`config.mk`:
```
export PLATFORM = sky130hd
export DESIGN_NAME = crc32_16_check
export DESIGN_NICKNAME = d
export VERILOG_FILES = /design/src/rtl/crc32_16_pkg.sv /design/src/rtl/crc32_16.sv /design/src/rtl/crc32_16_check.sv
export SDC_FILE = /design/constraint.sdc
export NUM_CORES = 1
export LEC_CHECK = 0
export ABC_AREA = 1
export BUFFER_PORTS_ARGS = -buffer_cell sky130_fd_sc_hd__buf_2
export CORE_MARGIN = 1
export CORE_UTILIZATION = 30
export CTS_BUF_LIST = sky130_fd_sc_hd__clkbuf_8 sky130_fd_sc_hd__clkbuf_16
export DETAILED_ROUTE_END_ITERATION = 8
export HOLD_SLACK_MARGIN = 0.12
export SYNTH_ARGS = -nofsm -noshare
export SYNTH_HDL_FRONTEND = slang
export SYNTH_SLANG_ARGS = --single-unit
```
`constraint.sdc`:
```
create_clock -name clk_i -period 4.2 [get_ports clk_i]
set_input_delay 0.84 -clock clk_i [delete_from_list [all_inputs] [get_ports clk_i]]
set_output_delay 0.84 -clock clk_i [all_outputs]
set_load 0.02 [all_outputs]
```
`src/rtl/crc32_16_pkg.sv`:
```
// Shared constants, types and the CRC-32 word step for the 16-bit CRC checker.
// Build option: CRC32_16_CHK_FINAL_XOR_EN selects the residue for an inverted FCS.
package crc32_16_pkg;

  localparam logic [31:0] CRC_POLY = 32'h04C11DB7;
  localparam logic [31:0] CRC_INIT = 32'hFFFFFFFF;

`ifdef CRC32_16_CHK_FINAL_XOR_EN
  localparam logic [31:0] CRC_RESIDUE = 32'hC704DD7B;
`else
  localparam logic [31:0] CRC_RESIDUE = 32'h00000000;
`endif

  typedef enum logic {
    IDLE,
    FRAME
  } state_t;

  typedef struct packed {
    logic ok;
    logic short_frm;
    logic abort;
  } status_t;

  // MSB-first update of the CRC register with one 16-bit word
  function automatic logic [31:0] crc32_16_step(input logic [31:0] crc,
                                                input logic [15:0] data);
    logic [31:0] c;
    c = crc;
    for (int unsigned i = 0; i < 16; i++) begin
      if (c[31] ^ data[15 - i]) c = {c[30:0], 1'b0} ^ CRC_POLY;
      else                      c = {c[30:0], 1'b0};
    end
    return c;
  endfunction

endpackage

```
`src/rtl/crc32_16.sv`:
```
// Combinational CRC-32 next-state for one 16-bit word (poly 0x04C11DB7, MSB-first).
module crc32_16
  import crc32_16_pkg::*;
(
  input  logic [31:0] crc,
  input  logic [15:0] data,
  output logic [31:0] crc_next
);

  always_comb begin
    crc_next = crc32_16_step(crc, data);
  end

endmodule

```
`src/rtl/crc32_16_check.sv`:
```
// Receive-side CRC-32 checker for 16-bit word frames: strips the 2-word FCS,
// forwards payload with sop/eop, reports ok/short/abort. Option: CRC32_16_CHK_FINAL_XOR_EN.
module crc32_16_check
  import crc32_16_pkg::*;
#(
  parameter int unsigned LEN_W = 16
) (
  input  logic             clk_i,
  input  logic             rst_i,
  input  logic             in_valid_i,
  input  logic             in_sop_i,
  input  logic             in_eop_i,
  input  logic [15:0]      in_data_i,
  output logic             out_valid_o,
  output logic             out_sop_o,
  output logic             out_eop_o,
  output logic [15:0]      out_data_o,
  output logic             done_o,
  output logic             crc_ok_o,
  output logic             short_o,
  output logic             abort_o,
  output logic [LEN_W-1:0] len_o
);

  state_t           state_q, state_d;
  logic [31:0]      crc_q, crc_seed, crc_next;
  logic [15:0]      dl_new_q, dl_old_q;
  logic [1:0]       fill_q;
  logic             first_q;
  logic [LEN_W-1:0] cnt_q, cnt_inc, len_d;
  logic             start, in_frame, frame_word, eop_ev, abort_ev, emit, done_ev;
  status_t          status_d;

  crc32_16 u_crc (
    .crc      (crc_seed),
    .data     (in_data_i),
    .crc_next (crc_next)
  );

  always_ff @(posedge clk_i) begin
    if (rst_i) state_q <= IDLE;
    else       state_q <= state_d;
  end

  always_comb begin
    state_d = state_q;
    unique case (state_q)
      IDLE:  if (in_valid_i && in_sop_i && !in_eop_i) state_d = FRAME;
      FRAME: if (in_valid_i && in_eop_i)              state_d = IDLE;
      default: state_d = IDLE;
    endcase
  end

  always_comb begin
    in_frame   = (state_q == FRAME);
    start      = in_valid_i & in_sop_i;
    frame_word = in_valid_i & in_frame & ~in_sop_i;
    abort_ev   = start & in_frame;
    eop_ev     = in_valid_i & in_eop_i & (start | in_frame);
    emit       = frame_word & (fill_q == 2'd2);
    done_ev    = eop_ev | abort_ev;
    crc_seed   = start ? CRC_INIT : crc_q;
    cnt_inc    = (cnt_q == '1) ? cnt_q : cnt_q + LEN_W'(1);

    // sop&eop while in a frame reports the abort and the new short frame in one pulse
    status_d.abort     = abort_ev;
    status_d.short_frm = eop_ev & (start | (fill_q != 2'd2));
    status_d.ok        = eop_ev & ~start & (fill_q == 2'd2) & (crc_next == CRC_RESIDUE);

    if (abort_ev)   len_d = cnt_q;
    else if (start) len_d = '0;
    else if (emit)  len_d = cnt_inc;
    else            len_d = cnt_q;
  end

  always_ff @(posedge clk_i) begin
    if (rst_i) begin
      crc_q       <= CRC_INIT;
      dl_new_q    <= '0;
      dl_old_q    <= '0;
      fill_q      <= '0;
      first_q     <= 1'b0;
      cnt_q       <= '0;
      out_valid_o <= 1'b0;
      out_sop_o   <= 1'b0;
      out_eop_o   <= 1'b0;
      out_data_o  <= '0;
      done_o      <= 1'b0;
      crc_ok_o    <= 1'b0;
      short_o     <= 1'b0;
      abort_o     <= 1'b0;
      len_o       <= '0;
    end else begin
      out_valid_o <= emit;
      out_sop_o   <= emit & first_q;
      out_eop_o   <= emit & eop_ev;
      if (emit) out_data_o <= dl_old_q;

      done_o   <= done_ev;
      crc_ok_o <= status_d.ok;
      short_o  <= status_d.short_frm;
      abort_o  <= status_d.abort;
      len_o    <= done_ev ? len_d : '0;

      if (start || frame_word) crc_q <= crc_next;

      if (start) begin
        dl_new_q <= in_data_i;
        fill_q   <= in_eop_i ? 2'd0 : 2'd1;
        first_q  <= 1'b1;
        cnt_q    <= '0;
      end else if (frame_word) begin
        // the two newest words are held back: they are the FCS if eop follows
        if (in_eop_i) begin
          fill_q <= '0;
        end else begin
          dl_old_q <= dl_new_q;
          dl_new_q <= in_data_i;
          if (fill_q != 2'd2) fill_q <= fill_q + 2'd1;
        end
        if (emit) begin
          first_q <= 1'b0;
          cnt_q   <= cnt_inc;
        end
      end
    end
  end

endmodule

```
==> summary.txt <==
outcome: finished clean
Max-cap violations: 0
dominant cells by area after synthesis: dfxtp_1, nand2_1, nand3_1, nor2_1, inv_1
cell area after synthesis: 0.00765 mm²
die width: 162 µm
number of core rows: 58
fin crit period: 3390 ps
clock skew after layout: 11.9 ps
fraction of final layout cells sized beyond drive strength 1: 0.156
FF-to-FF Start: crc_q[31]$_SDFFE_PP1P_
headroom to the max-slew limit: 0.185
TritonCTS clock tree: yes
largest net degree at the start of global routing: 64
crit-path cells: buf_2, nand2_2, buf_4, nand3_1, nand2_4, nand2_1, nand2_2, nand2_2, nand2_2, nand2_1, nand2_1, nand3_1, nand2_1, nand3_1, nand2_1, nand2_1, nor2_1, nand3_1, nor2_1
number of iterations in the first detailed-routing pass: 8
master cell of the clock root buffer: clkbuf_16
Largest delay share family, worst path: simple AND/OR/NAND/NOR gates
count of input and output buffers: 59
number of antenna violations at the first check in global routing: 0
number of pins exceeding their max-slew limit in the final report: 0
cell taking the most area after synthesis: dfxtp_1
final clock period utilization by the worst path: 0.807
largest stage delay on the critical path: 360 ps
portion of the post-synthesis area used by sequential elements: 0.322
Area Overhead vs Synth: 15.3%
count of nets after finishing: 1,303
num ports: 60
Worst R2R Setup Slack: 1380 ps
stages on the worst setup path: 19
number of buffer and inverter stages on the critical path: 2
Critical-path top delay cell: nand2_2
global-route usage over all layers: 0.182
Die Outline Area: 0.0261 mm²
DIE HEIGHT: 162 µm
average wire per standard cell: 14.5 µm
vias in the first global route: 6,872
synthesized area divided by synthesized cell count: 6.24 µm²
crit path DAT: 3740 ps
Fillers: 2,756
Syn Nets: 1,250
number of DRC violations after detailed routing: 0
Post-CTS Repair Setup Buffers: 0
Antenna Nets Post-Route: 0
wire length of the first global-routing pass: 36.9 mm
most instantiated cells after synthesis: nand2_1, dfxtp_1, nand3_1
effective utilization at floorplan: 0.305
via count normalized by instance count: 4.77
number of distinct library cells after synthesis: 40
Post-CTS Hold Fix Bufs: 0
final sum of negative setup slack: 0 ps
diodes inserted: 0
most frequently used flop master after synthesis: dfxtp_1
kind of start point of the critical path: input port
total detailed-routing wirelength: 23.5 mm
Resize count post-CTS: 0
deepest clock path buffer count: 2
RSZ-0062 raised after global routing: false
transition time at the pin with the least slew margin: 1210 ps
remaining global-route overflow: 0
worst r2r path cells: 19
final hold violations: 0
routed via count: 7,733
Post-Layout Cell Count: 1,622
async set-or-reset flop fraction in the synthesized netlist: 0
# H-tree levels: 4
Worst Path Required: 4560 ps
end of the worst hold path: out_sop_o$_SDFF_PP0_
VDD IR-drop max: 0.277 mV
Tightest Hold Check Type: reg -> reg
most used standard cell by instance count after synthesis: nand2_1
post-synthesis register bit count: 123
Clock Sinks: 123
reg-to-reg critical path endpoint: crc_ok_o$_SDFF_PP0_
Synth top area share: 0.322
area inside the core boundary: 0.0251 mm²
later-pin clock latency in the skew report: 420 ps
peak clock frequency supported by timing: 295 MHz
Finish-stage setup viols: 0
most frequent cell on the critical path: nand2_1
number of cells in the design after placement: 1,590
number of clock buffers inserted by TritonCTS: 17
maximum net fanout on the critical path: 24
post-synthesis cell count: 1,226
power density of the placed cells: 497 mW/mm²
detailed placement HPWL: 17.5 mm
Routability Congestion: 0.985
total leakage power: 4.44 nW
number of violations reported at the end of detailed-routing iteration 0: 696
clock transition at the registers of the reported paths: 60 ps
critical path type: in -> reg
number of synthesized flops with an enable pin: 0
worst hold path startpoint: first_q$_SDFFE_PP0P_
Hold Path Cell Cnt: 2
nature of the critical path endpoint: register
Yosys warning count: 0
state kept, by name, indices dropped and copies added (netlist names), 2 cells and up:
register,flops
dl_new_q,16
dl_old_q,16
crc_q,32
len_o,16
out_data_o,16
cnt_q,16
fill_q,2
report_power, final:
group          total, mW  switching (mW)  internal, mW
registers           1.25          0.0257          1.22
logic               1.71            1.22         0.489
clock network       1.43           0.602         0.825
cell usage in the layout, fill, tap and decap left out, drive strengths merged, types with 7 or more instances in the layout:
cell type / synthesis / routed
o211ai: 21 / 21
inv: 123 / 128
clkinv: 1 / 8
nand3: 131 / 131
or2: 8 / 8
a21oi: 46 / 46
buf: 14 / 71
dfxtp: 123 / 123
xor2: 24 / 24
nand2: 512 / 512
o22ai: 7 / 7
nor2: 116 / 116
clkbuf: 23 / 17
o21ai: 45 / 45
layer usage:
metal | global-route usage | part of all wire | vias up
met5 | 0 | 0 | -
met4 | 0.0772 | 0.031 | 0
met3 | 0.0223 | 0.053 | 39
met2 | 0.290 | 0.44 | 251
met1 | 0.247 | 0.48 | 3462
li1 | - | - | 3981
cell families (layout without fill, tap and decap cells):
| logic type | count (synthesis) | in the layout | share of synthesized area |
|---|---|---|---|
| xor+xnor | 30 | 30 | 0.0353 |
| buf+inv | 161 | 227 | 0.0871 |
| simple gates | 786 | 786 | 0.460 |
| compound gates | 123 | 123 | 0.0903 |
| flops | 123 | 123 | 0.322 |
| fa+ha+maj | 3 | 3 | 0.00491 |
worst max path at each step:
stage	start	end	slack [ps]
final	in_valid_i	crc_ok_o$_SDFF_PP0_	810
after global routing	in_valid_i	crc_ok_o$_SDFF_PP0_	550
after CTS	in_valid_i	crc_ok_o$_SDFF_PP0_	820
after detailed placement	in_valid_i	crc_ok_o$_SDFF_PP0_	410
after global placement	in_valid_i	crc_ok_o$_SDFF_PP0_	400
after floorplan	in_sop_i	crc_ok_o$_SDFF_PP0_	1140
per-stage QoR:
step | setup WS, ps | hold WS (ps) | instance area (µm²) | utilization | total power, mW
CTS | 825 | 440 | 8820 | 0.351 | 4.40
global placement | 397 | 433 | 8250 | 0.329 | 2.95
finish | 812 | 438 | 8820 | 0.351 | 4.38
floorplan | 1140 | 419 | 7650 | - | 2.51
global route | 553 | 466 | 8820 | 0.351 | 4.67
detailed placement | 407 | 437 | 8250 | 0.329 | 2.95
area by class of cell:
cell class / count / area [µm²] / area share
sequential: 123 / 2460 / 0.279
multi-input combinational: 942 / 4520 / 0.513
timing repair buffer: 71 / 385 / 0.0437
clock buffer: 17 / 425 / 0.0482
clock inverter: 15 / 141 / 0.0160
tap: 330 / 413 / 0.0468
inverter: 124 / 470 / 0.0533
worst reg2reg max path, stage by stage, from the launching register on:
cell and delay, ps:
dfxtp_1 300, inv_1 110, nand2_1 80, nand2_1 100, nand2_2 170, nand2_1 120
nand2_2 130, nand2_1 180, nand2_2 190, inv_2 180, nand2_1 90, nand2_1 200
nand3_1 170, nand2_1 130, nand3_1 70, nand2_1 110, nand2_1 70, nor2_1 180
nand3_1 100, nor2_1 100
Power figures use the tool's default switching activity.
